$ cat src/rtl/button_event_pkg.sv
// Shared types and sizing helpers for the button_event controller.
// The state enum and the counter-width function live here so the bench and RTL agree on them.
package button_event_pkg;

    typedef enum logic [2:0] {
        ST_IDLE  = 3'd0,
        ST_HELD  = 3'd1,
        ST_LONG  = 3'd2,
        ST_WAIT2 = 3'd3,
        ST_HELD2 = 3'd4
    } state_t;

    // One spare bit above the largest threshold keeps the saturating counter clear of wrap.
    function automatic int cnt_width(input int a, input int b, input int c);
        int m;
        m = a;
        if (b > m) m = b;
        if (c > m) m = c;
        return $clog2(m) + 1;
    endfunction

endpackage

$ cat src/rtl/button_event_edge.sv
// edge_detect: registers the button level and derives combinational rise/fall strobes.
// A rise is only reported once the level has been seen low after reset.
module edge_detect (
    input  logic clock,
    input  logic reset,
    input  logic in,
    output logic level,
    output logic rise,
    output logic fall
);

    logic armed;

    always_ff @(posedge clock or negedge reset) begin
        if (!reset) begin
            level <= 1'b0;
            armed <= 1'b0;
        end else begin
            level <= in;
            armed <= armed | ~in;
        end
    end

    // A button already held at reset release must not look like a fresh press.
    assign rise = armed & in & ~level;
    assign fall = ~in & level;

endmodule

$ cat src/rtl/button_event.sv
// button_event: press/release/click/long-press event generator for a debounced button.
// Define BUTTON_EVENT_REPEAT_EN to enable the auto-repeat pulse during a long hold.
//
// state    | meaning
// ---------+--------------------------------------------------------------
// IDLE     | button released, no click pending
// HELD     | first press in progress, timing towards long press
// LONG     | long press reached, waiting for release (auto-repeat if enabled)
// WAIT2    | short press released, window open for a second press
// HELD2    | second press of a double click, waiting for release
module button_event
    import button_event_pkg::*;
#(
    parameter int LONG_CYCLES   = 50_000_000,
    parameter int DCLICK_CYCLES = 25_000_000,
    parameter int REPEAT_CYCLES = 10_000_000
) (
    input  logic clock,
    input  logic reset,
    input  logic in,
    output logic press,
    output logic release_p,
    output logic single_click,
    output logic double_click,
    output logic long_press,
    output logic repeat_p,
    output logic held
);

    localparam int CW = cnt_width(LONG_CYCLES, DCLICK_CYCLES, REPEAT_CYCLES);
    localparam logic [CW-1:0] LONG_TC   = CW'(LONG_CYCLES - 1);
    localparam logic [CW-1:0] DCLICK_TC = CW'(DCLICK_CYCLES - 1);
    localparam logic [CW-1:0] CNT_MAX   = '1;

    generate
        if (LONG_CYCLES < 2 || DCLICK_CYCLES < 2 || REPEAT_CYCLES < 2) begin : g_bad_param
            $error("button_event: cycle parameters must all be >= 2");
        end
    endgenerate

    logic          level;
    logic          rise;
    logic          fall;
    state_t        state;
    logic [CW-1:0] cnt;
    logic [CW-1:0] cnt_inc;

    edge_detect u_edge (
        .clock (clock),
        .reset (reset),
        .in    (in),
        .level (level),
        .rise  (rise),
        .fall  (fall)
    );

    assign held    = level;
    assign cnt_inc = (cnt == CNT_MAX) ? cnt : cnt + 1'b1;

`ifdef BUTTON_EVENT_REPEAT_EN
    localparam logic [CW-1:0] REPEAT_TC = CW'(REPEAT_CYCLES - 1);
    logic repeat_q;
    assign repeat_p = repeat_q;
`else
    assign repeat_p = 1'b0;
`endif

    always_ff @(posedge clock or negedge reset) begin
        if (!reset) begin
            state        <= ST_IDLE;
            cnt          <= '0;
            press        <= 1'b0;
            release_p    <= 1'b0;
            single_click <= 1'b0;
            double_click <= 1'b0;
            long_press   <= 1'b0;
`ifdef BUTTON_EVENT_REPEAT_EN
            repeat_q     <= 1'b0;
`endif
        end else begin
            press        <= rise;
            release_p    <= fall;
            single_click <= 1'b0;
            double_click <= 1'b0;
            long_press   <= 1'b0;
`ifdef BUTTON_EVENT_REPEAT_EN
            repeat_q     <= 1'b0;
`endif
            case (state)
                ST_IDLE: begin
                    if (rise) begin
                        state <= ST_HELD;
                        cnt   <= '0;
                    end
                end
                // Release on the threshold cycle takes priority over the long press.
                ST_HELD: begin
                    if (fall) begin
                        state <= ST_WAIT2;
                        cnt   <= '0;
                    end else if (cnt == LONG_TC) begin
                        long_press <= 1'b1;
                        state      <= ST_LONG;
                        cnt        <= '0;
                    end else begin
                        cnt <= cnt_inc;
                    end
                end
                ST_LONG: begin
                    if (fall) begin
                        state <= ST_IDLE;
                        cnt   <= '0;
`ifdef BUTTON_EVENT_REPEAT_EN
                    end else if (cnt == REPEAT_TC) begin
                        repeat_q <= 1'b1;
                        cnt      <= '0;
                    end else begin
                        cnt <= cnt_inc;
`endif
                    end
                end
                // A second press on the timeout cycle still counts as a double click.
                ST_WAIT2: begin
                    if (rise) begin
                        double_click <= 1'b1;
                        state        <= ST_HELD2;
                        cnt          <= '0;
                    end else if (cnt == DCLICK_TC) begin
                        single_click <= 1'b1;
                        state        <= ST_IDLE;
                        cnt          <= '0;
                    end else begin
                        cnt <= cnt_inc;
                    end
                end
                ST_HELD2: begin
                    if (fall) begin
                        state <= ST_IDLE;
                        cnt   <= '0;
                    end
                end
                default: begin
                    state <= ST_IDLE;
                    cnt   <= '0;
                end
            endcase
        end
    end

endmodule

$ cat config.mk
export PLATFORM = sky130hd
export DESIGN_NAME = button_event
export DESIGN_NICKNAME = d
export VERILOG_FILES = /design/src/rtl/button_event_pkg.sv /design/src/rtl/button_event_edge.sv /design/src/rtl/button_event.sv
export SDC_FILE = /design/constraint.sdc
export NUM_CORES = 1
export LEC_CHECK = 0
export ABC_AREA = 1
export CAP_MARGIN = 20
export CORE_ASPECT_RATIO = 0.9
export CORE_MARGIN = 2
export CORE_UTILIZATION = 30
export DETAILED_ROUTE_END_ITERATION = 8
export GPL_TIMING_DRIVEN = 0
export HOLD_SLACK_MARGIN = 0.02
export PLACE_DENSITY_LB_ADDON = 0.15
export SKIP_LAST_GASP = 1
export SLEW_MARGIN = 20
export SYNTH_ARGS = -nofsm -noshare
export SYNTH_HDL_FRONTEND = slang
export SYNTH_SLANG_ARGS = --single-unit
export TNS_END_PERCENT = 30
$ cat constraint.sdc
create_clock -name clock -period 2.7 [get_ports clock]
set_clock_uncertainty 0.2 [all_clocks]
set_input_delay 0.54 -clock clock [delete_from_list [all_inputs] [get_ports clock]]
set_output_delay 0.54 -clock clock [all_outputs]
set_load 0.02 [all_outputs]
# Word level (Yosys, flattened, before mapping)
# Cells that the tools add are included.
[word_totals]
ff_bits = 37
inputBits = 3
[op_classes]
add_sub_neg = 1
eq_ne = 11
mux = 23
bitwise = 6
n_reduce_logical = 4
[ops]
columns = ["cell", "n"]
rows = [
  ["$mux 27", 7],
  ["$pmux 27 s4", 1],
  ["$add 27x1->27 const B", 1],
  ["$eq 27x25->1 const B", 1],
  ["$eq 27x26->1 const B", 1],
  ["$eq 27x27->1 const B", 1],
  ["$mux 3", 6],
  ["$pmux 3 s4", 1],
  ["$mux 1", 8],
  ["$eq 3x2->1 const B", 2],
  ["$ne 3x3->1 const B", 2],
  ["$reduce_and 4->1", 1],
  ["$and 1x1->1", 3],
  ["$eq 3x1->1 const B", 1],
  ["$eq 3x3->1 const B", 1],
  ["$logic_not 3->1", 1],
  ["$ne 2x1->1 const B", 1],
  ["$ne 2x2->1 const B", 1],
  ["$not 1->1", 2],
  ["$reduce_and 2->1", 1],
  ["$reduce_or 2->1", 1],
  ["$or 1x1->1", 1],
]

# Depth between registers and ports, before layout
[logic_depth]
word_depth = 5
depth_mapped = 12

# By module
# A second synthesis with hierarchy kept.
[unflattened]
cells_unflattened = 402
area_unflattened_um2 = 2617.5
[modules_own_cells]
columns = ["module", "n_inst", "cells_per_inst", "area_each_um2", "seq_area_each_um2"]
rows = [
  ["button_event", 1, 394, 2544.9, 875.8],
  ["edge_detect", 1, 8, 72.6, 50.0],
]

# Least setup slack after synthesis
# No wires, ideal clock.
[synth_path]
path_type = "register -> register"
startpoint = "register cnt[0]"
endpoint = "register cnt[16]"
setup_ns = 0.120
arrival_time_ns = 1.565
path_slack_ns = 0.815
stages_incl_launch_ff = 12
path_buffers = 1
period_less_slack_ns = 1.885
path_cell_list = "dfrtp_1 > ha_1 > inv_1 > nor2_4 > nand2_4 > nor2_8 > nand3_4 > buf_6 > nand2_1 > nand2_1 > o21ai_1 > nor2_1"
[synth_via]
elab_chain_cells = 5
word_cells_on_any_way = 10
[synth_lines]
columns = ["element", "line_no", "source"]
rows = [
  ["start, declared", "button_event.sv:45", "logic [CW-1:0] cnt;"],
  ["start signal, assigned", "button_event.sv:106", "cnt <= cnt_inc;"],
  ["start signal, assigned", "button_event.sv:133", "cnt <= cnt_inc;"],
  ["$add 27x1->27 or $eq 27x27->1 (tied branches)", "button_event.sv:58", "assign cnt_inc = (cnt == CNT_MAX) ? cnt : cnt + 1'b1;"],
  ["$mux 27", "button_event.sv:58", ""],
  ["$mux 27, on equally long branches", "button_event.sv:128, button_event.sv:101", ""],
  ["$mux 27, on equally long branches", "button_event.sv:124, button_event.sv:98", ""],
  ["$pmux 27 s4 *", "button_event.sv:89", "case (state)"],
]
# Mark *: on every way between the ends. The rest lies on a longest branch, timed or not.
# A chain may end at the register's enable or synchronous reset.

# Final worst setup path
[layout_path]
startpoint = "input in"
endpoint = "register cnt[14]"
[layout_via]
elab_chain_cells = 4
word_cells_on_any_way = 10
[layout_lines]
columns = ["element", "line_no", "source"]
rows = [
  ["start, declared", "button_event.sv:20", "input logic in,"],
  ["$not 1->1 *", "button_event_edge.sv:26", "assign fall = ~in & level;"],
  ["$and 1x1->1 *", "button_event_edge.sv:26", ""],
  ["via fall", "button_event.sv:43", "logic fall;"],
  ["$mux 27 or $ne 2x1->1 (tied branches)", "--", ""],
  ["$pmux 27 s4 or $reduce_and 2->1 (tied branches)", "--", ""],
]
# The timed path passes the listed nets; every way through them passes the cells marked *.

==> results.yml <==
run_status:
  status: "finished clean"
route:
  post-route-drc-count: 0
  first_pass_iters: 4
  first_iter_violations: 154
  routedWlPerCell_um: 13.4
  ant_nets: 0
  vias_per_cell: 4.66
  wl_mm: 7.38
  vias: 2562
sta:
  max_freq_ghz: 0.449
  postLayoutSetupSlackWorst_ns: 0.473
  final_max_slew_viol_count: 0
  rsz0062_at_grt: "false"
  fin_setup_tns_ns: 0
  period_share_pct: 82.5
  tightest_slew_ns: 0.539
  max_slew_margin_pct: 64.0
  fin_crit_ns: 2.23
  finalSetupViolCount: 0
  hold_viol_final: 0
floorplan:
  initial_core_util_pct: 31.2
  die_w_um: 104
  die_area_um2: 9820
  dieHeight_um: 94.2
  io_pins: 10
  fp-row-count: 32
  coreArea_um2: 8690
place:
  placed_cells_incl_taps: 541
  dp_slack_ns: 0.157
  place_area_um2: 2960
  portBuffers: 8
  dpl.hpwl_mm: 5.84
  gp_congestion: 0.912
worst_setup_path:
  cp.required_ns: 2.73
  critPathCaptureType: "flop"
  cp_slowest_cell: "clkdlybuf4s50_1"
  crit_type: "primary input to flop"
  crit_path_max_fanout: 10
  crit_arrival_ns: 2.25
  worst_path_largest_cell_delay_ns: 0.50
  crit_path_end: "cnt[14]"
  r2r_start: "cnt[0]"
  r2r-end: "cnt[23]"
  rr_worst_depth: 11
  crit_chain: "clkdlybuf4s50_1 > inv_1 > nand2_1 > buf_2 > inv_1 > nor2_1 > nand2_2 > nand3_4 > buf_6 > nand2_1 > nor2_1"
  critPathLaunchType: "primary input"
  critPathLaunch: "in"
  r2r_setup_slack_ns: 0.49
grt:
  grt_usage_pct: 16.3
  grt_pass1_vias: 2465
  grt_pass1_wl_mm: 12.7
  grt_overflow_total: 0
  grt_max_degree: 22
  antenna_found_initial: 0
final_layout:
  area_delta_synth_final_pct: 13.9
  antennaDiodeCount: 0
  post-route-util_pct: 35.6
  finalNonFillerCells: 550
  drive_gt1_share_pct: 10.4
  stdcell_area_um2: 3090
  fin_nets: 434
yosys:
  syn_area_um2: 2710
  ys_top_cells_by_count: "111 x nand2_1, 69 x nor2_1, 53 x inv_1, 49 x nand3_1, 37 x dfrtp_1"
  synth_area_leaders: "dfrtp_1 34%, nand2_1 15%, nor2_1 9.5%"
  ys.flop_type: "dfrtp_1"
  ys_seq_elements: 37
  yosys.area.top_type_share_pct: 34.1
  synth_edf_count: 0
  synthArstFlopShare_pct: 100
  syn-num-nets: 417
  yosys_warnings: 0
  synth_most_common_cell: "nand2_1"
  yosysTopAreaCell: "dfrtp_1"
  syn_area_per_cell_um2: 6.57
  ys_types: 31
  synth_cells: 413
  yosysSeqAreaShare_pct: 34.1
clock_network:
  cts_resized: 0
  tritoncts: "yes"
  clock_sinks: 37
  cts_buffers: 5
  clock_latency_ns: 0.30
  hold_buffers: 1
  cts-htree-levels: 2
  path_clk_slew_ns: 0.08
  clockBufferDepth: 2
  cts.root.buffer_cell: "clkbuf_8"
  post-cts-setup-buffers: 0
run:
  maxCapViolations: 0
worst_hold_path:
  min_path_type: "flop to flop"
pwr:
  switching_share_pct: 43.1
  seqPwrFrac_pct: 33.5
  combPwrFrac_pct: 40.6
  intPower_w: 0.00110
  net-switching-power_w: 0.000833
  leakagePower_nw: 1.44
  powerDensity_nw_per_um2: 626
  pwr-share-clk_pct: 25.9
  ir_worst_vdd_uv: 461
==> metrics by stage <==
| stage | power, W | hold slack [ns] |
|---|---|---|
| after floorplan | 0.00120 | 0.0444 |
| after CTS | 0.00197 | 0.285 |
| final | 0.00193 | 0.281 |
| after global placement | 0.00144 | 0.254 |
| after global routing | 0.00209 | 0.299 |
| after detailed placement | 0.00145 | 0.264 |
==> how the worst min path moves through the flow <==
stage                      start           end  slack [ns]  cells past startpoint
finish              u_edge.armed  u_edge.armed        0.28                      1
global route        u_edge.armed  u_edge.armed        0.30                      1
CTS                 u_edge.armed  u_edge.armed        0.29                      1
detailed placement  u_edge.armed  u_edge.armed        0.26                      1
global placement    u_edge.armed  u_edge.armed        0.25                      1
floorplan                  reset        cnt[0]        0.04                      0
==> layer usage <==
layer | global-route usage (%) | up-vias | share of wire [%]
li1 | - | 1350 | -
met1 | 24.0 | 1170 | 52
met2 | 24.8 | 35 | 43
met3 | 2.64 | 7 | 4.4
met4 | 4.05 | 0 | 0.92
met5 | 0 | - | 0
==> registers in the layout (all words and copies together), names as in the netlist <==
| register | count |
|---|---|
| single_click | 1 |
| press | 1 |
| cnt | 27 |
| long_press | 1 |
| u_edge.armed | 1 |
| release_p | 1 |
| state | 3 |
| u_edge.level | 1 |
| double_click | 1 |
==> area by class of cell <==
type,count,area [um2]
fill,966,5600
multi-input combinational,308,1480
sequential,37,926
inverter,57,214
tap,119,149
timing repair buffer,10,113
buffer,11,88.8
clock buffer,5,68.8
clock inverter,3,46.3
==> kinds of logic (layout without fill, tap and decap cells) <==
logic type | count (synthesis) | after routing | share of synthesized area, %
AOI/OAI and AO/OA | 10 | 10 | 1.84
xor gates and xnor gates | 5 | 5 | 1.61
adders and majority gates | 1 | 1 | 0.461
buffers and inverters | 68 | 86 | 11.2
DFF | 37 | 37 | 34.1
other | 1 | 1 | 0.138
and+or+nand+nor | 291 | 291 | 50.6
==> power groups by stage <==
stage / clock network (W) / logic [W] / registers (W)
final: 0.000501 / 0.000785 / 0.000648
after global routing: 0.000537 / 0.000892 / 0.000659
after CTS: 0.000519 / 0.000798 / 0.000648
after detailed placement: 0 / 0.000796 / 0.000659
after global placement: 0 / 0.000785 / 0.000660
after floorplan: 0 / 0.000543 / 0.000652
==> cell usage in the layout (no fill, tap or decap) <==
| cell | netlist | final |
|---|---|---|
| nand2_1 | 111 | 111 |
| nor2_1 | 69 | 69 |
| inv_1 | 53 | 53 |
| nand3_1 | 49 | 49 |
| dfrtp_1 | 37 | 37 |
| nand4_1 | 20 | 20 |
| nor3_1 | 12 | 12 |
| nand2_2 | 8 | 8 |
| o21ai_0 | 8 | 8 |
| nand3_2 | 7 | 7 |
| clkdlybuf4s50_1 | 0 | 7 |
| buf_6 | 5 | 5 |
| clkbuf_8 | 0 | 5 |
| xor2_1 | 4 | 4 |
| buf_2 | 2 | 3 |
| nor2_2 | 3 | 3 |
| clkinv_1 | 3 | 3 |
| nand3b_1 | 2 | 2 |
| clkbuf_1 | 2 | 2 |
| buf_4 | 2 | 2 |
| nor4_1 | 2 | 2 |
| nor2_4 | 2 | 2 |
| nand3_4 | 2 | 2 |
| or2_2 | 1 | 1 |
| inv_2 | 1 | 1 |
| and3_1 | 1 | 1 |
| nand2_4 | 1 | 1 |
| nor2_8 | 1 | 1 |
| xnor2_1 | 1 | 1 |
| a21oi_1 | 1 | 1 |
| o21ai_1 | 1 | 1 |
| ha_1 | 1 | 1 |
| conb_1 | 1 | 1 |
| clkinvlp_4 | 0 | 1 |
| bufinv_16 | 0 | 1 |
| clkinv_4 | 0 | 1 |
| dlygate4sd3_1 | 0 | 1 |
| buf_16 | 0 | 1 |
==> worst max-delay path, delay by kind of cell <==
| family | cells | cell delay, ns |
|---|---|---|
| simple gates | 6 | 0.63 |
| buf+inv | 5 | 1.08 |
Note: power is estimated with default switching activity, not from simulation.
